$ cat src/rtl/mem_stage_if.sv
// Bundle between the EX/MEM register, the data cache and the MEM/WB register.
// MemtoReg encoding: 0 = ALU, 1 = MEM, 2 = NPC.
interface mem_stage_if;
    logic [1:0]  MemtoReg;
    logic        RegWEN;
    logic        dRENi;
    logic        dWENi;
    logic        halt;
    logic [4:0]  rd;
    logic [31:0] ALUOut;
    logic [31:0] store;
    logic [31:0] npc;
    logic        dhit;
    logic [31:0] dmemload;
    logic        dmemREN;
    logic        dmemWEN;
    logic [31:0] dmemaddr;
    logic [31:0] dmemstore;
    logic        mm_stall;
    logic        wb_RegWEN;
    logic [4:0]  wb_rd;
    logic [31:0] wb_wdat;
    logic        wb_halt;
    logic        halted;

    // The memory stage itself consumes EX/MEM and cache responses.
    modport slave (
        input  MemtoReg, RegWEN, dRENi, dWENi, halt, rd, ALUOut, store, npc,
        input  dhit, dmemload,
        output dmemREN, dmemWEN, dmemaddr, dmemstore, mm_stall,
        output wb_RegWEN, wb_rd, wb_wdat, wb_halt, halted
    );

    modport master (
        output MemtoReg, RegWEN, dRENi, dWENi, halt, rd, ALUOut, store, npc,
        output dhit, dmemload,
        input  dmemREN, dmemWEN, dmemaddr, dmemstore, mm_stall,
        input  wb_RegWEN, wb_rd, wb_wdat, wb_halt, halted
    );
endinterface

$ cat src/rtl/mem_stage.sv
// Memory-stage controller: issues a held dcache request for loads/stores,
// stalls upstream until dhit, fills MEM/WB and latches the processor halt.
module mem_stage (
    input logic       CLK,
    input logic       nRST,
    mem_stage_if.slave bus
);
    localparam logic [1:0] SEL_MEM = 2'd1;
    localparam logic [1:0] SEL_NPC = 2'd2;

    typedef enum logic [1:0] {IDLE, BUSY, HALTED} state_t;

    state_t      state;
    state_t      next_state;
    logic        access;
    logic        latch_req;
    logic        req_read;
    logic        req_write;
    logic        stall;
    logic        wb_load;
    logic        wb_regwen_next;
    logic        wb_halt_next;
    logic        halted_next;
    logic [31:0] sel_wdat;

    assign access = (bus.dRENi | bus.dWENi) & ~bus.halt;

    // Load data is only meaningful on the dhit cycle of BUSY; in IDLE MEM falls back to ALUOut.
    always_comb begin
        sel_wdat = bus.ALUOut;
        if (bus.MemtoReg == SEL_NPC)
            sel_wdat = bus.npc;
        else if (bus.MemtoReg == SEL_MEM && state == BUSY)
            sel_wdat = bus.dmemload;
    end

    always_comb begin
        next_state     = state;
        stall          = 1'b0;
        latch_req      = 1'b0;
        wb_load        = 1'b0;
        wb_regwen_next = 1'b0;
        wb_halt_next   = 1'b0;
        halted_next    = bus.halted;
        case (state)
            IDLE: begin
                if (access) begin
                    stall      = 1'b1;
                    latch_req  = 1'b1;
                    next_state = BUSY;
                end else if (bus.halt) begin
                    wb_halt_next = 1'b1;
                    halted_next  = 1'b1;
                    next_state   = HALTED;
                end else begin
                    wb_load        = 1'b1;
                    wb_regwen_next = bus.RegWEN;
                end
            end
            BUSY: begin
                if (bus.dhit) begin
                    wb_load        = 1'b1;
                    wb_regwen_next = bus.RegWEN;
                    next_state     = IDLE;
                end else begin
                    stall = 1'b1;
                end
            end
            HALTED: begin
                stall        = 1'b1;
                wb_halt_next = 1'b1;
            end
            default: next_state = IDLE;
        endcase
    end

    always_ff @(posedge CLK or negedge nRST) begin
        if (!nRST)
            state <= IDLE;
        else
            state <= next_state;
    end

    // A store wins over a simultaneous load request.
    always_ff @(posedge CLK or negedge nRST) begin
        if (!nRST) begin
            bus.dmemaddr  <= '0;
            bus.dmemstore <= '0;
            req_read      <= 1'b0;
            req_write     <= 1'b0;
        end else if (latch_req) begin
            bus.dmemaddr  <= {bus.ALUOut[31:2], 2'b00};
            bus.dmemstore <= bus.store;
            req_read      <= bus.dRENi & ~bus.dWENi;
            req_write     <= bus.dWENi;
        end
    end

    always_ff @(posedge CLK or negedge nRST) begin
        if (!nRST) begin
            bus.wb_RegWEN <= 1'b0;
            bus.wb_rd     <= '0;
            bus.wb_wdat   <= '0;
            bus.wb_halt   <= 1'b0;
            bus.halted    <= 1'b0;
        end else begin
            bus.wb_RegWEN <= wb_regwen_next;
            bus.wb_halt   <= wb_halt_next;
            bus.halted    <= halted_next;
            if (wb_load) begin
                bus.wb_rd   <= bus.rd;
                bus.wb_wdat <= sel_wdat;
            end
        end
    end

    assign bus.dmemREN  = (state == BUSY) & req_read;
    assign bus.dmemWEN  = (state == BUSY) & req_write;
    assign bus.mm_stall = stall;
endmodule

$ cat src/flat_wrapper.sv
// flat-port wrapper written by rule: the top's interface ports become plain ports
module mem_stage_flat 
  (CLK, nRST, bus_MemtoReg, bus_RegWEN, bus_dRENi, bus_dWENi, bus_halt, bus_rd, bus_ALUOut, bus_store, bus_npc, bus_dhit, bus_dmemload, bus_dmemREN, bus_dmemWEN, bus_dmemaddr, bus_dmemstore, bus_mm_stall, bus_wb_RegWEN, bus_wb_rd, bus_wb_wdat, bus_wb_halt, bus_halted);
  mem_stage_if bus_i ();
  input logic CLK;
  input logic nRST;
  input wire logic [$bits(bus_i.MemtoReg)-1:0] bus_MemtoReg;
  input wire logic [$bits(bus_i.RegWEN)-1:0] bus_RegWEN;
  input wire logic [$bits(bus_i.dRENi)-1:0] bus_dRENi;
  input wire logic [$bits(bus_i.dWENi)-1:0] bus_dWENi;
  input wire logic [$bits(bus_i.halt)-1:0] bus_halt;
  input wire logic [$bits(bus_i.rd)-1:0] bus_rd;
  input wire logic [$bits(bus_i.ALUOut)-1:0] bus_ALUOut;
  input wire logic [$bits(bus_i.store)-1:0] bus_store;
  input wire logic [$bits(bus_i.npc)-1:0] bus_npc;
  input wire logic [$bits(bus_i.dhit)-1:0] bus_dhit;
  input wire logic [$bits(bus_i.dmemload)-1:0] bus_dmemload;
  output wire logic [$bits(bus_i.dmemREN)-1:0] bus_dmemREN;
  output wire logic [$bits(bus_i.dmemWEN)-1:0] bus_dmemWEN;
  output wire logic [$bits(bus_i.dmemaddr)-1:0] bus_dmemaddr;
  output wire logic [$bits(bus_i.dmemstore)-1:0] bus_dmemstore;
  output wire logic [$bits(bus_i.mm_stall)-1:0] bus_mm_stall;
  output wire logic [$bits(bus_i.wb_RegWEN)-1:0] bus_wb_RegWEN;
  output wire logic [$bits(bus_i.wb_rd)-1:0] bus_wb_rd;
  output wire logic [$bits(bus_i.wb_wdat)-1:0] bus_wb_wdat;
  output wire logic [$bits(bus_i.wb_halt)-1:0] bus_wb_halt;
  output wire logic [$bits(bus_i.halted)-1:0] bus_halted;
  assign bus_i.MemtoReg = bus_MemtoReg;
  assign bus_i.RegWEN = bus_RegWEN;
  assign bus_i.dRENi = bus_dRENi;
  assign bus_i.dWENi = bus_dWENi;
  assign bus_i.halt = bus_halt;
  assign bus_i.rd = bus_rd;
  assign bus_i.ALUOut = bus_ALUOut;
  assign bus_i.store = bus_store;
  assign bus_i.npc = bus_npc;
  assign bus_i.dhit = bus_dhit;
  assign bus_i.dmemload = bus_dmemload;
  assign bus_dmemREN = bus_i.dmemREN;
  assign bus_dmemWEN = bus_i.dmemWEN;
  assign bus_dmemaddr = bus_i.dmemaddr;
  assign bus_dmemstore = bus_i.dmemstore;
  assign bus_mm_stall = bus_i.mm_stall;
  assign bus_wb_RegWEN = bus_i.wb_RegWEN;
  assign bus_wb_rd = bus_i.wb_rd;
  assign bus_wb_wdat = bus_i.wb_wdat;
  assign bus_wb_halt = bus_i.wb_halt;
  assign bus_halted = bus_i.halted;
  mem_stage u_core (.CLK(CLK), .nRST(nRST), .bus(bus_i));
endmodule
$ cat config.mk
export PLATFORM = sky130hd
export DESIGN_NAME = mem_stage_flat
export DESIGN_NICKNAME = d
export VERILOG_FILES = /design/src/rtl/mem_stage_if.sv /design/src/rtl/mem_stage.sv /design/src/flat_wrapper.sv
export SDC_FILE = /design/constraint.sdc
export NUM_CORES = 1
export LEC_CHECK = 0
export ABC_AREA = 1
export CORE_MARGIN = 2
export CORE_UTILIZATION = 40
export CTS_CLUSTER_SIZE = 16
export DETAILED_ROUTE_END_ITERATION = 12
export GPL_TIMING_DRIVEN = 0
export PLACE_DENSITY = 0.79
export SYNTH_ARGS = -nofsm -noshare
export SYNTH_HDL_FRONTEND = slang
export SYNTH_SLANG_ARGS = --single-unit
$ cat constraint.sdc
create_clock -name CLK -period 1.6 [get_ports CLK]
set_clock_uncertainty 0.1 [all_clocks]
set_input_delay 0.24 -clock CLK [delete_from_list [all_inputs] [get_ports CLK]]
set_output_delay 0.24 -clock CLK [all_outputs]
set_load 0.1 [all_outputs]
==> results of run 1 <==
==> registers in the layout, summed over array words and instances (netlist names) <==
name / cells
u_core.req_write: 1
u_core.bus.halted: 1
u_core.bus.wb_wdat: 32
u_core.state: 2
u_core.bus.wb_halt: 1
u_core.bus.dmemaddr: 30
u_core.req_read: 1
u_core.bus.wb_rd: 5
u_core.bus.wb_RegWEN: 1
u_core.bus.dmemstore: 32
==> worst max-delay path, cell delays in order, from the launching register on <==
cell	delay [ps]
dfrtp_2	450
nor2_4	160
inv_4	70
or2_4	250
nand3_4	90
buf_12	170
==> repair_timing <==
action | in CTS | in global routing
pin swaps | 4 | 24
hold buffers | 1 | 0
setup endpoints to repair | 194 | 152
setup buffers | 4 | 7
endpoints found under the hold margin | 51 | 0
resized for setup | 485 | 164
cloned | 0 | 3
==> layout by cell type, fill, tap and decap left out, types with 2 or more instances in the layout <==
cell	n
nand2_1	313
clkdlybuf4s50_1	140
dfrtp_1	105
buf_2	85
nand3_1	46
nor2_1	34
a21oi_1	31
clkdlybuf4s18_2	20
nand3_2	19
buf_4	18
nand2_2	16
clkbuf_16	13
clkbuf_2	11
nand2_4	10
inv_1	7
nor2_4	6
buf_6	6
clkbuf_1	5
buf_8	4
buf_12	4
inv_2	3
clkbuf_4	3
inv_4	2
conb_1	2
clkinv_2	2
==> Yosys cell counts <==
library cell  number  area, um2
buf_1              1       3.75
nand3_2            1       10.0
nor2_4             1       11.3
inv_2              4       15.0
inv_1              8       30.0
dfrtp_1          106       2650
buf_6              2       22.5
nand2_1          338       1270
buf_4              7       52.6
o21ai_0            2       10.0
nor2_2             3       18.8
or2_2              1       6.26
conb_1             1       3.75
o21a_1             1       7.51
nand3_1           65        325
a21oi_1           32        160
nor2_1            36        135
clkbuf_1          26       97.6
buf_2              4       20.0
nand2_2            2       12.5
==> routing by layer <==
metal  wire (um)  track usage (%)  part of all wire, %
met5           0                0                    0
met1        7120             31.6                   41
met2        8040             41.7                   47
met3        1640             7.25                  9.5
met4         442             9.67                  2.6
==> cell families after synthesis <==
logic type,count (synthesis)
other,1
and+or+nand+nor,447
DFF,106
buffers and inverters,52
AOI/OAI and AO/OA,35
==> per-stage QoR <==
stage / instances / instance area, um2 / setup slack (ps) / setup TNS, ps
3_3_place_gp: 1035 / 7530 / -3930 / -475170
2_1_floorplan: 642 / 4890 / -210 / -421
5_1_grt: 1065 / 8020 / -310 / -4860
6_report: 1065 / 8020 / -270 / -2410
4_1_cts: 1055 / 7870 / -284 / -2850
3_5_place_dp: 1036 / 7560 / -1430 / -61170
==> final cells by class <==
cell class	instances	area, um2
fill	1041	3940
multi-input combinational	484	2240
buffer	39	303
timing repair buffer	262	2300
tap	147	184
sequential	106	2650
clock buffer	12	246
clock inverter	3	40.0
inverter	12	50.0
==> worst max-delay path by stage <==
stage	endpoint	cells after the start	slack, ps
3_5_place_dp	bus_mm_stall	8	-1430
6_report	bus_mm_stall	5	-270
4_1_cts	bus_mm_stall	7	-280
2_1_floorplan	bus_dmemREN	3	-210
3_3_place_gp	u_core.bus.wb_wdat[13]	1	-3930
5_1_grt	bus_mm_stall	7	-310
==> impl_metrics.env, run 1 <==
export IMPL_status="finished, violations left"
export IMPL_violations="setup timing"
export IMPL_synth_area_mm2=0.00486
export IMPL_period_share_pct=117
export IMPL_cp_end_kind="output pin"
export IMPL_die_h_um=114
export IMPL_crit_required_ps=1260
export IMPL_first_pass_iters=5
export IMPL_clkTransAtPathRegs_ps=60
export IMPL_port_buffers=246
export IMPL_grt_max_degree=56
export IMPL_startpoint_type="flop"
export IMPL_ys_seq_area_share_pct=54.5
export IMPL_whs_endpoint="u_core.bus.wb_RegWEN"
export IMPL_max_cap_violations=0
export IMPL_antenna_found_initial=0
export IMPL_synth_warnings=0
export IMPL_synth_compound_area_share_pct=3.65
export IMPL_synth_xor_area_share_pct=0
export IMPL_utilization_pct=67.1
export IMPL_cts_tree="built"
export IMPL_yosys_area_share_simple_pct=36.8
export IMPL_area_growth_pct=64.9
export IMPL_maxSlewViolCount=0
export IMPL_whs_ps=315
export IMPL_hp_class="input port to flop"
export IMPL_fp_dieW_um=114
export IMPL_rsz0062_at_grt="yes"
export IMPL_finalSetupViolations=35
export IMPL_htreeDepth=3
export IMPL_r2r_end="u_core.bus.wb_wdat[28]"
export IMPL_grt_pass1_vias=5022
export IMPL_finalWirelength_um=17200
export IMPL_clock_latency_ps=340
export IMPL_regToRegSetupSlack_ps=-120
export IMPL_rows=40
export IMPL_cts_root_buf="clkbuf_16"
export IMPL_num_io_pins=249
export IMPL_fmax_mhz=535
export IMPL_fin_crit_ps=1870
export IMPL_clockBufferDepth=2
export IMPL_drtAntennaViolNets=0
export IMPL_synthMuxAreaShare_pct=0
export IMPL_core_area_mm2=0.0120
export IMPL_setup_ws_ps=-270
export IMPL_r2r_start="u_core.state[1]"
export IMPL_synth_avg_cell_area_um2=7.59
export IMPL_r2r_cells=10
export IMPL_min_path_cells=3
export IMPL_remaining_drc_errors=0
export IMPL_critPathKind="flop to output pin"
export IMPL_numCtsBuffers=9
export IMPL_synth_top_family_by_area="simple AND/OR/NAND/NOR gates"
export IMPL_drive_above_1_share_pct=25.2
export IMPL_synth_cells=641
export IMPL_crit_fanout=3
export IMPL_final_hold_viol_count=0
export IMPL_hold_start="bus_RegWEN"
export IMPL_synth_fa_ha_area_share_pct=0
export IMPL_gp_congestion=0.868
export IMPL_start_util_pct=40.7
export IMPL_overflow=0
export IMPL_grt_pass1_wl_um=25600
export IMPL_tightestPinTransition_ps=701
export IMPL_ys_seq_elements=106
export IMPL_final_nets=1056
export IMPL_clock_sinks=106
export IMPL_die_area_mm2=0.0131
export IMPL_via_per_inst=4.94
export IMPL_ys_types=20
export IMPL_dr_first_iter_drc_count=365
export IMPL_num_antenna_cells=0
export IMPL_wl_per_cell_um=16.2
export IMPL_startpoint="u_core.state[1]"
export IMPL_dp_hpwl_um=12000
export IMPL_vias=5262
export IMPL_cp_arrival_ps=1530
export IMPL_groute_usage_overall_pct=25.3
export IMPL_relSlewSlack_pct=53.3
Power of run 1 is left out: the tool's default activity adds up to more than one toggle a clock period on the data nets, which glitch-free logic cannot reach.
==> inputs of run 2 (changes only) <==
==> constraint.sdc (replaced) <==
create_clock -name CLK -period 1.6 [get_ports CLK]
set_clock_uncertainty 0.1 [all_clocks]
set_input_delay 0.24 -clock CLK [delete_from_list [all_inputs] [get_ports CLK]]
set_output_delay 0.24 -clock CLK [all_outputs]
set_load 0.02 [all_outputs]
==> impl_metrics.env, run 2 (synthesis results as in run 1) <==
export IMPL_status="finished, violations left"
export IMPL_violations="setup timing"
export IMPL_cp_end_kind="output pin"
export IMPL_maxSlewViolCount=0
export IMPL_final_cell_mix="336 x nand2_1, 140 x clkdlybuf4s50_1, 105 x dfrtp_1"
export IMPL_antenna_found_initial=0
export IMPL_area_growth_pct=68.6
export IMPL_crit_required_ps=1260
export IMPL_startpoint_type="flop"
export IMPL_rows=40
export IMPL_dp_cells=1036
export IMPL_crit_fanout=2
export IMPL_groute_usage_overall_pct=25.1
export IMPL_cts_root_buf="clkbuf_16"
export IMPL_wl_met3_um=1320
export IMPL_gp_congestion=0.821
export IMPL_cts_tree="built"
export IMPL_hp_class="input port to flop"
export IMPL_overflow=0
export IMPL_multi_input_area_mm2=0.00207
export IMPL_r2r_end="u_core.bus.wb_wdat[17]"
export IMPL_critPathKind="flop to output pin"
export IMPL_clock_latency_ps=340
export IMPL_relSlewSlack_pct=58.4
export IMPL_rsz0062_at_grt="yes"
export IMPL_setup_ws_ps=-226
export IMPL_wl_per_cell_um=15.7
export IMPL_whs_endpoint="u_core.bus.wb_RegWEN"
export IMPL_regToRegSetupSlack_ps=-150
export IMPL_num_io_pins=249
export IMPL_fp_dieW_um=114
export IMPL_remaining_drc_errors=0
export IMPL_numCtsBuffers=9
export IMPL_max_cap_violations=0
export IMPL_met2_length_um=7940
export IMPL_fill_cells=1035
export IMPL_drive_above_1_share_pct=10.4
export IMPL_grt_pass1_wl_um=25700
export IMPL_period_share_pct=114
export IMPL_first_pass_iters=4
export IMPL_htreeDepth=3
export IMPL_finalWirelength_um=16800
export IMPL_highest_layer="met4"
export IMPL_whs_ps=307
export IMPL_fin_crit_ps=1830
export IMPL_port_buffers=246
export IMPL_vias=5248
export IMPL_grt_max_degree=62
export IMPL_die_area_mm2=0.0131
export IMPL_clock_sinks=106
export IMPL_tightestPinTransition_ps=624
export IMPL_final_hold_viol_count=0
export IMPL_core_area_mm2=0.0120
export IMPL_clkTransAtPathRegs_ps=70
export IMPL_cp_arrival_ps=1490
export IMPL_r2r_cells=11
export IMPL_start_util_pct=40.7
export IMPL_dr_first_iter_drc_count=313
export IMPL_final_nets=1058
export IMPL_die_h_um=114
export IMPL_clockBufferDepth=2
export IMPL_fin_cells=1068
export IMPL_drtAntennaViolNets=0
export IMPL_wl_met1_um=7040
export IMPL_grt_pass1_vias=5089
export IMPL_r2r_start="u_core.state[1]"
export IMPL_min_path_cells=3
export IMPL_layout_commonest_cell="nand2_1"
export IMPL_dp_hpwl_um=11800
export IMPL_peakVddDrop_mv=0.778
export IMPL_biggestRegsByFlops="u_core.bus.dmemstore x32, u_core.bus.wb_wdat x32, u_core.bus.dmemaddr x30"
export IMPL_via_per_inst=4.91
export IMPL_register_area_mm2=0.00265
export IMPL_fmax_mhz=548
export IMPL_num_antenna_cells=0
export IMPL_p_leak_nw=4.35
export IMPL_hold_start="bus_RegWEN"
export IMPL_finalSetupViolations=34
export IMPL_cellPowerDensity_mw_per_mm2=1610
[run 2: cell types whose count changed in the layout (fill, tap and decap cells not counted), sizes merged]
cell,before,now
dlygate4sd2,0,102
buf,118,39
clkdlybuf4s18,20,0
clkbuf,33,31
inv,12,14
bufinv,1,2
clkdlybuf4s15,1,0
[run 2: worst max-delay path by stage]
stage	startpoint	to	slack, ps	depth (start not counted)
detailed placement	bus_dWENi	bus_mm_stall	-1060	7
floorplan	u_core.state[1]	bus_mm_stall	20	6
global placement	nRST	u_core.bus.wb_wdat[13]	-3980	1
CTS	u_core.state[0]	bus_mm_stall	-190	7
finish	u_core.state[1]	bus_mm_stall	-230	6
global route	u_core.state[1]	bus_mm_stall	-290	6
[run 2: per-layer routing]
metal  global-route usage, %  vias up
met4                    9.27        0
met1                    31.2     2445
li1                        -     2553
met2                    42.0      216
met5                       0        -
met3                    6.93       34
[run 2: cell type report]
cell class / instances / share of cell area [%]
clock inverter: 6 / 1.07
multi-input combinational: 484 / 25.2
inverter: 12 / 0.610
sequential: 106 / 32.4
timing repair buffer: 264 / 31.7
tap: 147 / 2.24
buffer: 39 / 3.83
clock buffer: 10 / 2.91
[run 2: what timing repair did]
action / in CTS / in global routing
hold buffers: 1 / 0
cloned: 0 / 4
gates resized for setup: 167 / 53
hold endpoints to repair: 45 / 0
setup endpoints to repair: 190 / 98
setup buffers: 6 / 6
pin swaps: 4 / 8
[run 2: report_power, final]
group / internal (mW) / leakage [nW] / switching, mW / total, mW
registers: 3.90 / 1.32 / 0.602 / 4.50
clock network: 1.42 / 0.163 / 1.03 / 2.45
logic: 2.55 / 2.87 / 3.72 / 6.26
total: 7.87 / 4.35 / 5.34 / 13.2
[run 2: metrics by stage]
| step | setup TNS, ps | area (um2) | utilization [%] | setup WS (ps) | power [mW] |
|---|---|---|---|---|---|
| 2_1_floorplan | 0 | 4870 | - | 15.6 | 7.77 |
| 3_3_place_gp | -458300 | 7510 | 62.8 | -3980 | 11.1 |
| 3_5_place_dp | -39200 | 7540 | 63.0 | -1060 | 11.2 |
| 4_1_cts | -2990 | 7920 | 66.2 | -192 | 13.0 |
| 5_1_grt | -6190 | 8200 | 68.5 | -286 | 14.1 |
| 6_report | -3430 | 8200 | 68.5 | -226 | 13.2 |
[run 2: worst max-delay path: stages, from the launching register on]
cell	delay [ps]
dfrtp_2	440
buf_6	140
nor2_4	90
inv_2	50
or2_4	240
nand3_2	70
buf_6	120
(Power assumes the default switching activity.)
==> inputs of run 3 (changes only) <==
--- a/config.mk
+++ b/config.mk
@@ -12,6 +12,7 @@
 export DETAILED_ROUTE_END_ITERATION = 12
 export GPL_TIMING_DRIVEN = 0
 export PLACE_DENSITY = 0.79
+export RECOVER_POWER = 50
 export SYNTH_ARGS = -nofsm -noshare
 export SYNTH_HDL_FRONTEND = slang
 export SYNTH_SLANG_ARGS = --single-unit
==> results of run 3 <==
Final layout, timing and power as in run 2 (identical DEF).
